[src/rtl/k051962_tile_fetcher.sv]
// Tile fetch sequencer: per 8-pixel group, reads tilemap word + planar ROM row for FIX, A and B
// layers in fixed 8-tick slots and presents each row to the pixel serializer with a strobe.
module k051962_tile_fetcher #(
   parameter int          SLOT_TICKS = 8,
   parameter int          HGROUPS    = 48,
   parameter logic [31:0] MISS_FILL  = 32'h0
) (
   input  logic        clk_24M,
   input  logic        RES,
   input  logic        line_start,
   input  logic [7:0]  vpos,
   input  logic [8:0]  scrollx_a,
   input  logic [8:0]  scrollx_b,
   input  logic [7:0]  scrolly_a,
   input  logic [7:0]  scrolly_b,
   output logic        map_rd,
   output logic [12:0] map_addr,
   input  logic [15:0] map_data,
   output logic        rom_req,
   output logic [13:0] rom_addr,
   input  logic        rom_ack,
   input  logic [31:0] rom_data,
   output logic [31:0] VC,
   output logic [7:0]  COL,
   output logic        vc_valid,
   output logic [1:0]  vc_layer,
   output logic        ZA1H,
   output logic        ZA2H,
   output logic        ZA4H,
   output logic        ZB1H,
   output logic        ZB2H,
   output logic        ZB4H,
   output logic [7:0]  miss_cnt
);

   localparam logic [4:0] LAST_TICK  = 5'(4 * SLOT_TICKS - 1);
   localparam logic [5:0] LAST_GROUP = 6'(HGROUPS - 1);

   typedef enum logic [2:0] {
      S_IDLE,
      S_MAP_RD,
      S_MAP_LATCH,
      S_ROM_WAIT,
      S_PRESENT,
      S_GAP
   } state_t;

   state_t      r_state;
   state_t      w_state_next;
   logic [4:0]  r_tick;
   logic [4:0]  w_tick_next;
   logic [5:0]  r_group;
   logic [5:0]  w_group_next;

   logic [7:0]  r_vpos;
   logic [8:0]  r_sxa;
   logic [8:0]  r_sxb;
   logic [7:0]  r_sya;
   logic [7:0]  r_syb;
   logic [2:0]  r_za;
   logic [2:0]  r_zb;

   logic        r_rom_req;
   logic [13:0] r_rom_addr;
   logic        r_hit;
   logic [31:0] r_rom_buf;
   logic [7:0]  r_col_pend;
   logic [31:0] r_vc;
   logic [7:0]  r_col;
   logic [1:0]  r_vc_layer;
   logic [7:0]  r_miss;

   logic [1:0]  w_slot;
   logic [2:0]  w_s;
   logic [5:0]  w_fetch;
   logic [7:0]  w_ya;
   logic [7:0]  w_yb;
   logic [4:0]  w_row;
   logic [5:0]  w_col;
   logic [2:0]  w_fine;
   logic        w_ack_ok;

   assign w_slot  = r_tick[4:3];
   assign w_s     = r_tick[2:0];
   assign w_fetch = r_group + 6'd1;
   assign w_ya    = r_vpos + r_sya;
   assign w_yb    = r_vpos + r_syb;

   // Address fields of the layer owning the current slot; the fetch runs one group ahead.
   always_comb begin
      w_row  = r_vpos[7:3];
      w_col  = w_fetch;
      w_fine = r_vpos[2:0];
      case (w_slot)
         2'd1: begin
            w_row  = w_ya[7:3];
            w_col  = w_fetch + r_sxa[8:3];
            w_fine = w_ya[2:0];
         end
         2'd2: begin
            w_row  = w_yb[7:3];
            w_col  = w_fetch + r_sxb[8:3];
            w_fine = w_yb[2:0];
         end
         default: ;
      endcase
   end

   assign w_ack_ok = (r_state == S_ROM_WAIT) && r_rom_req && rom_ack;

   always_comb begin
      w_state_next = r_state;
      w_tick_next  = r_tick;
      w_group_next = r_group;
      if (line_start) begin
         w_state_next = S_MAP_RD;
         w_tick_next  = 5'd0;
         w_group_next = 6'd0;
      end else if (r_state != S_IDLE) begin
         if (r_tick == LAST_TICK) begin
            w_tick_next  = 5'd0;
            w_group_next = r_group + 6'd1;
            w_state_next = (r_group == LAST_GROUP) ? S_IDLE : S_MAP_RD;
         end else begin
            w_tick_next = r_tick + 5'd1;
            if (w_tick_next[4:3] == 2'd3) begin
               w_state_next = S_GAP;
            end else begin
               case (w_tick_next[2:0])
                  3'd0:    w_state_next = S_MAP_RD;
                  3'd1:    w_state_next = S_MAP_LATCH;
                  3'd7:    w_state_next = S_PRESENT;
                  default: w_state_next = S_ROM_WAIT;
               endcase
            end
         end
      end
   end

   always_ff @(posedge clk_24M) begin
      if (RES) begin
         r_state    <= S_IDLE;
         r_tick     <= 5'd0;
         r_group    <= 6'd0;
         r_vpos     <= 8'd0;
         r_sxa      <= 9'd0;
         r_sxb      <= 9'd0;
         r_sya      <= 8'd0;
         r_syb      <= 8'd0;
         r_za       <= 3'd0;
         r_zb       <= 3'd0;
         r_rom_req  <= 1'b0;
         r_rom_addr <= 14'd0;
         r_hit      <= 1'b0;
         r_rom_buf  <= 32'd0;
         r_col_pend <= 8'd0;
         r_vc       <= 32'd0;
         r_col      <= 8'd0;
         r_vc_layer <= 2'd0;
         r_miss     <= 8'd0;
      end else begin
         r_state <= w_state_next;
         r_tick  <= w_tick_next;
         r_group <= w_group_next;
         if (line_start) begin
            // Abort any slot in flight; dropping rom_req un-acked is a cancel.
            r_vpos    <= vpos;
            r_sxa     <= scrollx_a;
            r_sxb     <= scrollx_b;
            r_sya     <= scrolly_a;
            r_syb     <= scrolly_b;
            r_za      <= scrollx_a[2:0];
            r_zb      <= scrollx_b[2:0];
            r_rom_req <= 1'b0;
            r_hit     <= 1'b0;
         end else begin
            case (r_state)
               S_MAP_LATCH: begin
                  r_rom_addr <= {map_data[10:0], w_fine ^ {3{map_data[11]}}};
                  r_col_pend <= {map_data[15:11], 3'b000};
                  r_rom_req  <= 1'b1;
                  r_hit      <= 1'b0;
               end
               S_ROM_WAIT: begin
                  if (w_ack_ok) begin
                     r_rom_buf <= rom_data;
                     r_hit     <= 1'b1;
                     r_rom_req <= 1'b0;
                  end
                  // Last wait tick: load the presentation registers so they appear with the strobe.
                  if (w_s == 3'd6) begin
                     r_vc       <= w_ack_ok ? rom_data : (r_hit ? r_rom_buf : MISS_FILL);
                     r_col      <= r_col_pend;
                     r_vc_layer <= w_slot;
                     if (!w_ack_ok && !r_hit && (r_miss != 8'hFF)) begin
                        r_miss <= r_miss + 8'd1;
                     end
                  end
               end
               S_PRESENT: r_rom_req <= 1'b0;
               default: ;
            endcase
         end
      end
   end

   assign map_rd   = (r_state == S_MAP_RD);
   assign map_addr = map_rd ? {w_slot, w_row, w_col} : 13'd0;
   assign rom_req  = r_rom_req;
   assign rom_addr = r_rom_addr;
   assign vc_valid = (r_state == S_PRESENT);
   assign VC       = r_vc;
   assign COL      = r_col;
   assign vc_layer = r_vc_layer;
   assign miss_cnt = r_miss;
   assign ZA1H     = r_za[0];
   assign ZA2H     = r_za[1];
   assign ZA4H     = r_za[2];
   assign ZB1H     = r_zb[0];
   assign ZB2H     = r_zb[1];
   assign ZB4H     = r_zb[2];

endmodule

[config.mk]
export PLATFORM = sky130hd
export DESIGN_NAME = k051962_tile_fetcher
export DESIGN_NICKNAME = d
export VERILOG_FILES = /design/src/rtl/k051962_tile_fetcher.sv
export SDC_FILE = /design/constraint.sdc
export NUM_CORES = 1
export LEC_CHECK = 0
export BUFFER_PORTS_ARGS = -buffer_cell sky130_fd_sc_hd__buf_2
export CORE_MARGIN = 2
export CORE_UTILIZATION = 50
export CTS_CLUSTER_SIZE = 30
export DETAILED_ROUTE_END_ITERATION = 8
export GPL_TIMING_DRIVEN = 0
export PLACE_DENSITY_LB_ADDON = 0.05
export SLEW_MARGIN = 20
export SYNTH_ARGS = -nofsm -noshare
export SYNTH_HDL_FRONTEND = slang
export SYNTH_SLANG_ARGS = --single-unit
[constraint.sdc]
create_clock -name clk_24M -period 3.6 [get_ports clk_24M]
set_input_delay 0.18 -clock clk_24M [delete_from_list [all_inputs] [get_ports clk_24M]]
set_output_delay 0.18 -clock clk_24M [all_outputs]
set_load 0.01 [all_outputs]
# Word-level counts from Yosys, hierarchy flattened
# Index checks and enable logic that the tools add are counted.
op_classes:
  add_sub_neg: 7
  eq_ne: 14
  mux: 17
  n_bitwise: 2
  reduce_logical: 19
op_table:
  columns: ["operator", "count"]
  rows:
  - ["32-bit two-way mux", 2]
  - ["8-bit adder", 2]
  - ["13-bit two-way mux", 1]
  - ["6-bit adder", 2]
  - ["6-bit one-hot mux with 2 select lines", 1]
  - ["5-bit one-hot mux with 2 select lines", 1]
  - ["3-bit == test (second input constant)", 3]
  - ["3-bit one-hot mux with 3 select lines", 1]
  - ["8-bit by 1-bit adder with 8-bit output (second input constant)", 1]
  - ["8-bit inequality test (second input constant)", 1]
  - ["2-bit AND reduction", 4]
  - ["6-bit by 1-bit adder with 6-bit output (second input constant)", 1]
  - ["3-bit by 1-bit == test with 1-bit output (second input constant)", 2]
  - ["3-bit by 2-bit == test with 1-bit output (second input constant)", 2]
  - ["6-bit == test (second input constant)", 1]
  - ["3-bit two-way mux", 2]
  - ["3-bit one-hot mux with 2 select lines", 1]
  - ["3-bit AND reduction", 2]
  - ["3-bit nonzero test", 2]
  - ["5-bit by 1-bit adder with 5-bit output (second input constant)", 1]
  - ["5-bit == test (second input constant)", 1]
  - ["1-bit two-way mux", 5]
  - ["5-bit two-way mux", 1]
  - ["2-bit == test (second input constant)", 2]
  - ["12 further kinds", 17]
word_totals:
  regBits: 162
  input_bits: 94
  output_inout_bits: 86
  wordCells: 79

# Longest topological paths before layout
# Gate-level depths: netlist of run 1.
logic_depth:
  ltp_word: 7
  mapped_depth: 12
  ltp_nobuf: 11

# Worst setup path after synthesis of run 1
# Ideal clock, no wire load.
synth_path:
  path_type: "reg-to-output"
  start: "reg r_tick[3]"
  end: "out map_addr[4]"
  t_arrival_ns: 2.770
  t_required_ns: 3.420
  setup_slack_ns: 0.650
  path_stages_with_launch: 13
  path_buffers: 1
  cell_sequence: "dfxtp_1 > inv_1 > ha_1 > clkbuf_1 > mux2_2 > ha_1 > inv_1 > fa_1 > nor2b_1 > o21a_1 > o21ai_0 > or3b_2 > a21oi_1"
synth_via:
  elab_chain_cells: 3
  word_cells_on_any_way: 4
  classes_between: "eq/ne (2); mux (2)"
synth_rtl:
  columns: ["item", "line", "source"]
  rows:
  - ["start, declared", "50", "logic [4:0] r_tick;"]
  - ["start signal, assigned", "163", "r_tick <= w_tick_next;"]
  - ["2-bit == test or 2-bit by 1-bit == test with 1-bit output (tied branches)", "94", "case (w_slot)"]
  - ["6-bit one-hot mux with 2 select lines *", "94", null]
  - ["13-bit two-way mux *", "208", "assign map_addr = map_rd ? {w_slot, w_row, w_col} : 13'd0;"]
  - ["end, declared", "17", "output logic [12:0] map_addr,"]
# Every way passes the cells marked *; elsewhere a longest branch is shown, timed or not.

# Worst setup path in the final report of run 1
# Ends and elaborated chain as after synthesis.

==> flow_summary.ini, run 1 <==
[run_status]
outcome = finished clean

[placement]
port_buffers = 175
place_congestion = 0.8542
dp_hpwl_mm = 14.71
placed_area_um2 = 8615

[sta]
setup_viol = 0
slew_headroom_pct = 45.50
max_freq_mhz = 297.2
finalMaxSlewViolations = 0
fin_crit_ns = 3.365
skew_ns = 0.006977
rsz0062_at_grt = false
worst_pin_slew_ns = 0.8112
finalCritPeriodShare_pct = 93.47
setup_tns_ns = 0
hold_viol_final = 0

[clocking]
cts_buffer_depth = 2
clock_sinks = 156
cts_buffers = 17
cts.clk_slew.worst_paths_ns = 0.06
cts_tree = done
cts-root-buf = clkbuf_16
clk_latency_ns = 0.43
htree_levels = 4

[global_route]
grtUsageMet3_pct = 5.820
use_met2_pct = 45.23
use_met1_pct = 32.01
gr-total-overflow = 0
busiest_layer = met2
grt_pass1_wl_mm = 33.62
grt_pass1_vias = 6862
antenna_found_initial = 0
track_usage_pct = 25.95
grt_max_degree = 17

[yosys]
synthCells = 927
synth_cell_types = 60
synth_top_cell_by_area = dfxtp_1
yosys-top-cells-area = dfxtp_1, a21oi_1, nand2_1
synth_top_cell_area_share_pct = 41.63
synth_edf_count = 0
synthArstFlopShare_pct = 0
yosys_warnings = 0
ys_ff_latch = 156
avgSynthCellArea_um2 = 8.092
synthFlopType = dfxtp_1
ys_seq_area_share_pct = 41.63
netlist_area_um2 = 7501

[worst_setup_path]
worstSetupStartpoint = r_tick[3]
critPathMaxFanout = 15
critical_path_class = reg -> out
cp.arrival_ns = 3.18
reg2reg_slack_ns = 1.34
rr_startpoint = r_tick[1]
cp.required_ns = 3.42
crit_end = map_addr[4]
rr_endpoint = r_group[4]
critPathLaunchType = flop
end_kind = output port
ff2ff_path_depth = 7

[layout]
fin_util_pct = 67.38
final_cell_mix = buf_2, nand2_1, dfxtp_1
syn_to_final_growth_pct = 31.04
final_common_cell = buf_2
antennaDiodeCount = 0
stdcell_area_um2 = 9829
drive_gt1_share_pct = 20.52
final_net_count = 1306
fill_cells = 1300

[floorplanning]
core.rowCount = 44
die_x_um = 126.5
die_area_um2 = 16000
pin_count = 180
die_h_um = 126.5
core_um2 = 14590
initial_core_util_pct = 51.42

[hold_path]
hold_path_class = in -> reg

[detailed_routing]
detail-route-antenna-nets = 0
dr.pass1.iters = 5
drtIter0Drc = 442
drc = 0
via_per_inst = 5.233
via_count = 7211
drt_wl_total_mm = 20.62
wl_per_cell_um = 14.96

[job]
max_cap_viol_count = 0

[pwr]
p_per_area_nw_per_um2 = 406.9
p_leak_nw = 4.175
ir_drop_mv = 0.3075
==> sequential cells by signal, summed over array words and instances, names as in the netlist, 6 cells and up <==
| name | flops |
|---|---|
| r_syb | 8 |
| miss_cnt | 8 |
| VC | 32 |
| rom_addr | 14 |
| r_sxb | 9 |
| r_group | 6 |
| r_vpos | 8 |
| r_sxa | 9 |
| r_rom_buf | 32 |
| r_sya | 8 |
==> worst min-delay path by stage <==
stage	from	to	slack, ns	depth (start not counted)
2_1_floorplan	map_data[11]	r_col_pend[3]	0.32	2
3_3_place_gp	scrollx_b[2]	r_sxb[2]	0.41	3
3_5_place_dp	vpos[5]	r_vpos[5]	0.42	3
4_1_cts	map_data[15]	r_col_pend[7]	0.0003	3
5_1_grt	rom_data[18]	r_rom_buf[18]	0.002	3
6_report	scrolly_b[3]	r_syb[3]	0.004	3
==> critical path: stages, from the launching register on <==
cell and delay, ns:
dfxtp_2 0.37, inv_1 0.13, ha_4 0.27, mux2_2 0.37, ha_1 0.19, inv_1 0.07
fa_1 0.21, nor2b_1 0.06, o21a_1 0.18, o21ai_0 0.15, or3b_2 0.45, a21oi_1 0.16
buf_2 0.15
==> cell type report <==
cell class | instances | area [µm²] | share of cell area, %
Clock inverter | 14 | 183.9 | 1.871
Buffer | 63 | 299.0 | 3.042
Sequential cell | 156 | 3126 | 31.80
Tap cell | 184 | 230.2 | 2.342
Timing Repair Buffer | 234 | 1466 | 14.92
Multi-Input combinational cell | 694 | 4039 | 41.09
Inverter | 15 | 56.30 | 0.5728
Clock buffer | 18 | 429.2 | 4.366
==> timing repair <==
action | in CTS | in global routing
pin swaps | 0 | 0
gates resized for setup | 5 | 1
hold buffers | 58 | 1
hold endpoints to repair | 58 | 1
endpoints found under the setup margin | 2 | 1
buffers inserted | 0 | 0
==> synthesized netlist by cell type, drive strengths merged, types with 9 or more instances <==
cell / n
nor2: 113
nand2: 170
nand3: 16
o21ai: 22
dfxtp: 156
buf: 24
ha: 28
inv: 15
xor2: 11
xnor2: 13
or3: 37
a21oi: 135
a211oi: 11
mux2i: 47
clkbuf: 40
nor3: 9
==> report_power, final <==
part           switching, mW  total, mW  internal [mW]
Combinational          0.174      0.342          0.168
Clock                  0.763       1.87           1.11
Sequential            0.0267       1.79           1.76
Total                  0.964       4.00           3.04
==> logic make-up (layout without fill, tap and decap cells) <==
logic type | after synthesis | in the layout | share of synthesized area (%)
simple gates | 382 | 382 | 22.94
compound gates | 201 | 201 | 15.15
flops | 156 | 156 | 41.63
buf+inv | 79 | 344 | 4.787
mux | 53 | 53 | 7.173
fa+ha+maj | 31 | 31 | 5.471
xor+xnor | 24 | 24 | 2.802
other cells | 1 | 3 | 0.04999
==> layer usage <==
| metal | vias to the layer above | wire [µm] |
|---|---|---|
| met5 | - | 0 |
| met1 | 3301 | 9142 |
| met3 | 34 | 992 |
| li1 | 3670 | - |
| met4 | 0 | 401 |
| met2 | 206 | 10080 |
==> metrics by stage <==
stage          hold WS, ns  std cells  total power [mW]  worst slack, ns
3_3_place_gp        0.4128       1288             2.110           0.1224
4_1_cts          0.0002884       1378             4.013          0.02588
3_5_place_dp        0.4196       1288             2.113          0.06132
2_1_floorplan       0.3160        929             1.993           0.6499
6_report          0.003854       1378             3.999           0.2352
5_1_grt           0.001653       1378             4.136          0.04802
Power figures use the tool's default switching activity.
==> run 2, diff against run 1 <==
--- a/config.mk
+++ b/config.mk
@@ -6,8 +6,10 @@
 export NUM_CORES = 1
 export LEC_CHECK = 0
 export BUFFER_PORTS_ARGS = -buffer_cell sky130_fd_sc_hd__buf_2
+export CELL_PAD_IN_SITES_DETAIL_PLACEMENT = 0
+export CELL_PAD_IN_SITES_GLOBAL_PLACEMENT = 1
 export CORE_MARGIN = 2
-export CORE_UTILIZATION = 50
+export CORE_UTILIZATION = 39
 export CTS_CLUSTER_SIZE = 30
 export DETAILED_ROUTE_END_ITERATION = 8
 export GPL_TIMING_DRIVEN = 0
==> run 2 against run 1 <==
Clock-buffer cell count rose by 1; sequential cell count did not move; fmax rose by 0.23%; clock skew rose by 0.0068 ns; register-to-register slack got worse by 0.02 ns; largest power group unchanged.
==> flow_summary.ini, run 2 (synthesis results as in run 1) <==
[run_status]
outcome = finished clean

[hold_path]
holdPathStages = 3
hold_path_class = in -> reg
hp-start = rom_data[21]
whs_endpoint = r_rom_buf[21]

[global_route]
gr-total-overflow = 0
track_usage_pct = 21.95
grt_pass1_wl_mm = 35.34
antenna_found_initial = 0
grt_pass1_vias = 6874
grt_max_degree = 17

[layout]
antennaDiodeCount = 0
fill_cells = 1848
regArea_um2 = 3126
multi_input_area_um2 = 4039
drive_gt1_share_pct = 20.16
syn_to_final_growth_pct = 35.23
final_common_cell = buf_2
stdcell_area_um2 = 10140
final_net_count = 1327
final_cell_mix = buf_2, nand2_1, dfxtp_1

[sta]
fin_crit_ns = 3.357
rsz0062_at_grt = false
slew_headroom_pct = 43.14
hold_viol_final = 0
finalMaxSlewViolations = 0
max_freq_mhz = 297.9
skew_ns = 0.01377
setup_tns_ns = 0
worst_pin_slew_ns = 0.8464
setup_viol = 0
finalCritPeriodShare_pct = 93.25
finalWorstSetupSlack_ns = 0.2430

[floorplanning]
core.rowCount = 50
core_um2 = 18770
pin_count = 180
die_area_um2 = 20360
initial_core_util_pct = 39.97
die_x_um = 142.7
die_h_um = 142.7

[clocking]
post_cts_buffers = 0
cts_tree = done
clock_sinks = 156
clk_latency_ns = 0.44
cts.clk_slew.worst_paths_ns = 0.06
cts_buffer_depth = 2
htree_levels = 4
cts_buffers = 17
cts-root-buf = clkbuf_16

[detailed_routing]
drtIter0Drc = 277
drc = 0
drt_wl_total_mm = 22.06
via_per_inst = 4.983
via_count = 7221
detail-route-antenna-nets = 0
wl_per_cell_um = 15.23
dr.pass1.iters = 5

[job]
max_cap_viol_count = 0

[worst_setup_path]
reg2reg_slack_ns = 1.32
rr_startpoint = r_tick[1]
cp.arrival_ns = 3.18
critPathMaxFanout = 15
rr_endpoint = r_group[4]
ff2ff_path_depth = 7
critical_path_class = reg -> out
end_kind = output port
cp.required_ns = 3.42
critPathLaunchType = flop

[placement]
place_congestion = 0.8299
port_buffers = 175
placed_area_um2 = 8677
post-place-ws_ns = 0.04837
dp_hpwl_mm = 16.02

[pwr]
p_per_area_nw_per_um2 = 410.6
ir_drop_mv = 0.3335
p_leak_nw = 4.278
power_mw = 4.165
==> run 2: changes by cell type in the layout (fill, tap and decap cells not counted), sizes merged <==
cell | previous run | this run
bufinv | 3 | 5
dlygate4sd3 | 59 | 80
clkbuf | 57 | 58
clkinvlp | 0 | 1
clkinv | 6 | 4
inv | 20 | 18
==> run 2: through the flow <==
step,cells,utilization [%],hold WS (ns)
finish,1449,54.05,0.01276
global route,1449,54.05,0.002121
CTS,1450,54.08,0.0005661
detailed placement,1338,46.23,0.4233
global placement,1338,46.23,0.4128
floorplan,929,-,0.3160
==> run 2: timing repair <==
item                                   in CTS  in global routing
endpoints found under the hold margin      80                  0
setup endpoints to repair                   3                  1
resized for setup                           5                  1
hold buffers                               80                  0
cloned                                      0                  0
==> run 2: report_power, final <==
part / switching (mW) / internal, mW / total (mW)
logic: 0.178 / 0.183 / 0.361
clock network: 0.762 / 1.26 / 2.02
registers: 0.0261 / 1.76 / 1.79
==> run 2: worst max-delay path by stage <==
stage,from,end,cells past startpoint
6_report,r_tick[3],map_addr[4],12
5_1_grt,r_tick[3],map_addr[4],12
4_1_cts,r_tick[4],map_addr[4],12
3_5_place_dp,r_tick[4],map_addr[4],12
3_3_place_gp,r_tick[4],map_addr[4],12
2_1_floorplan,r_tick[3],map_addr[4],12
==> run 2: cell type report <==
class / count / area share (%)
tap: 234 / 2.886
buffer: 63 / 2.948
sequential: 156 / 30.81
inverter: 15 / 0.5551
clock buffer: 19 / 4.367
timing repair buffer: 255 / 16.53
multi-input combinational: 694 / 39.82
clock inverter: 13 / 2.085
==> run 2: critical path: stages, from the launching register on <==
cell     delay, ns
dfxtp_2       0.37
inv_1         0.12
ha_4          0.28
mux2_2        0.38
ha_1          0.20
inv_1         0.07
fa_1          0.20
nor2b_1       0.06
o21a_1        0.17
o21ai_0       0.13
or3b_2        0.45
a21oi_1       0.14
buf_2         0.16
==> run 2: layer usage <==
layer  wire, µm  up-vias  track usage (%)
met4        206        0            6.097
met5          0        -                0
li1           -     3719                -
met2      10600      163            37.50
met1      10250     3328            28.29
met3       1015       11            4.259
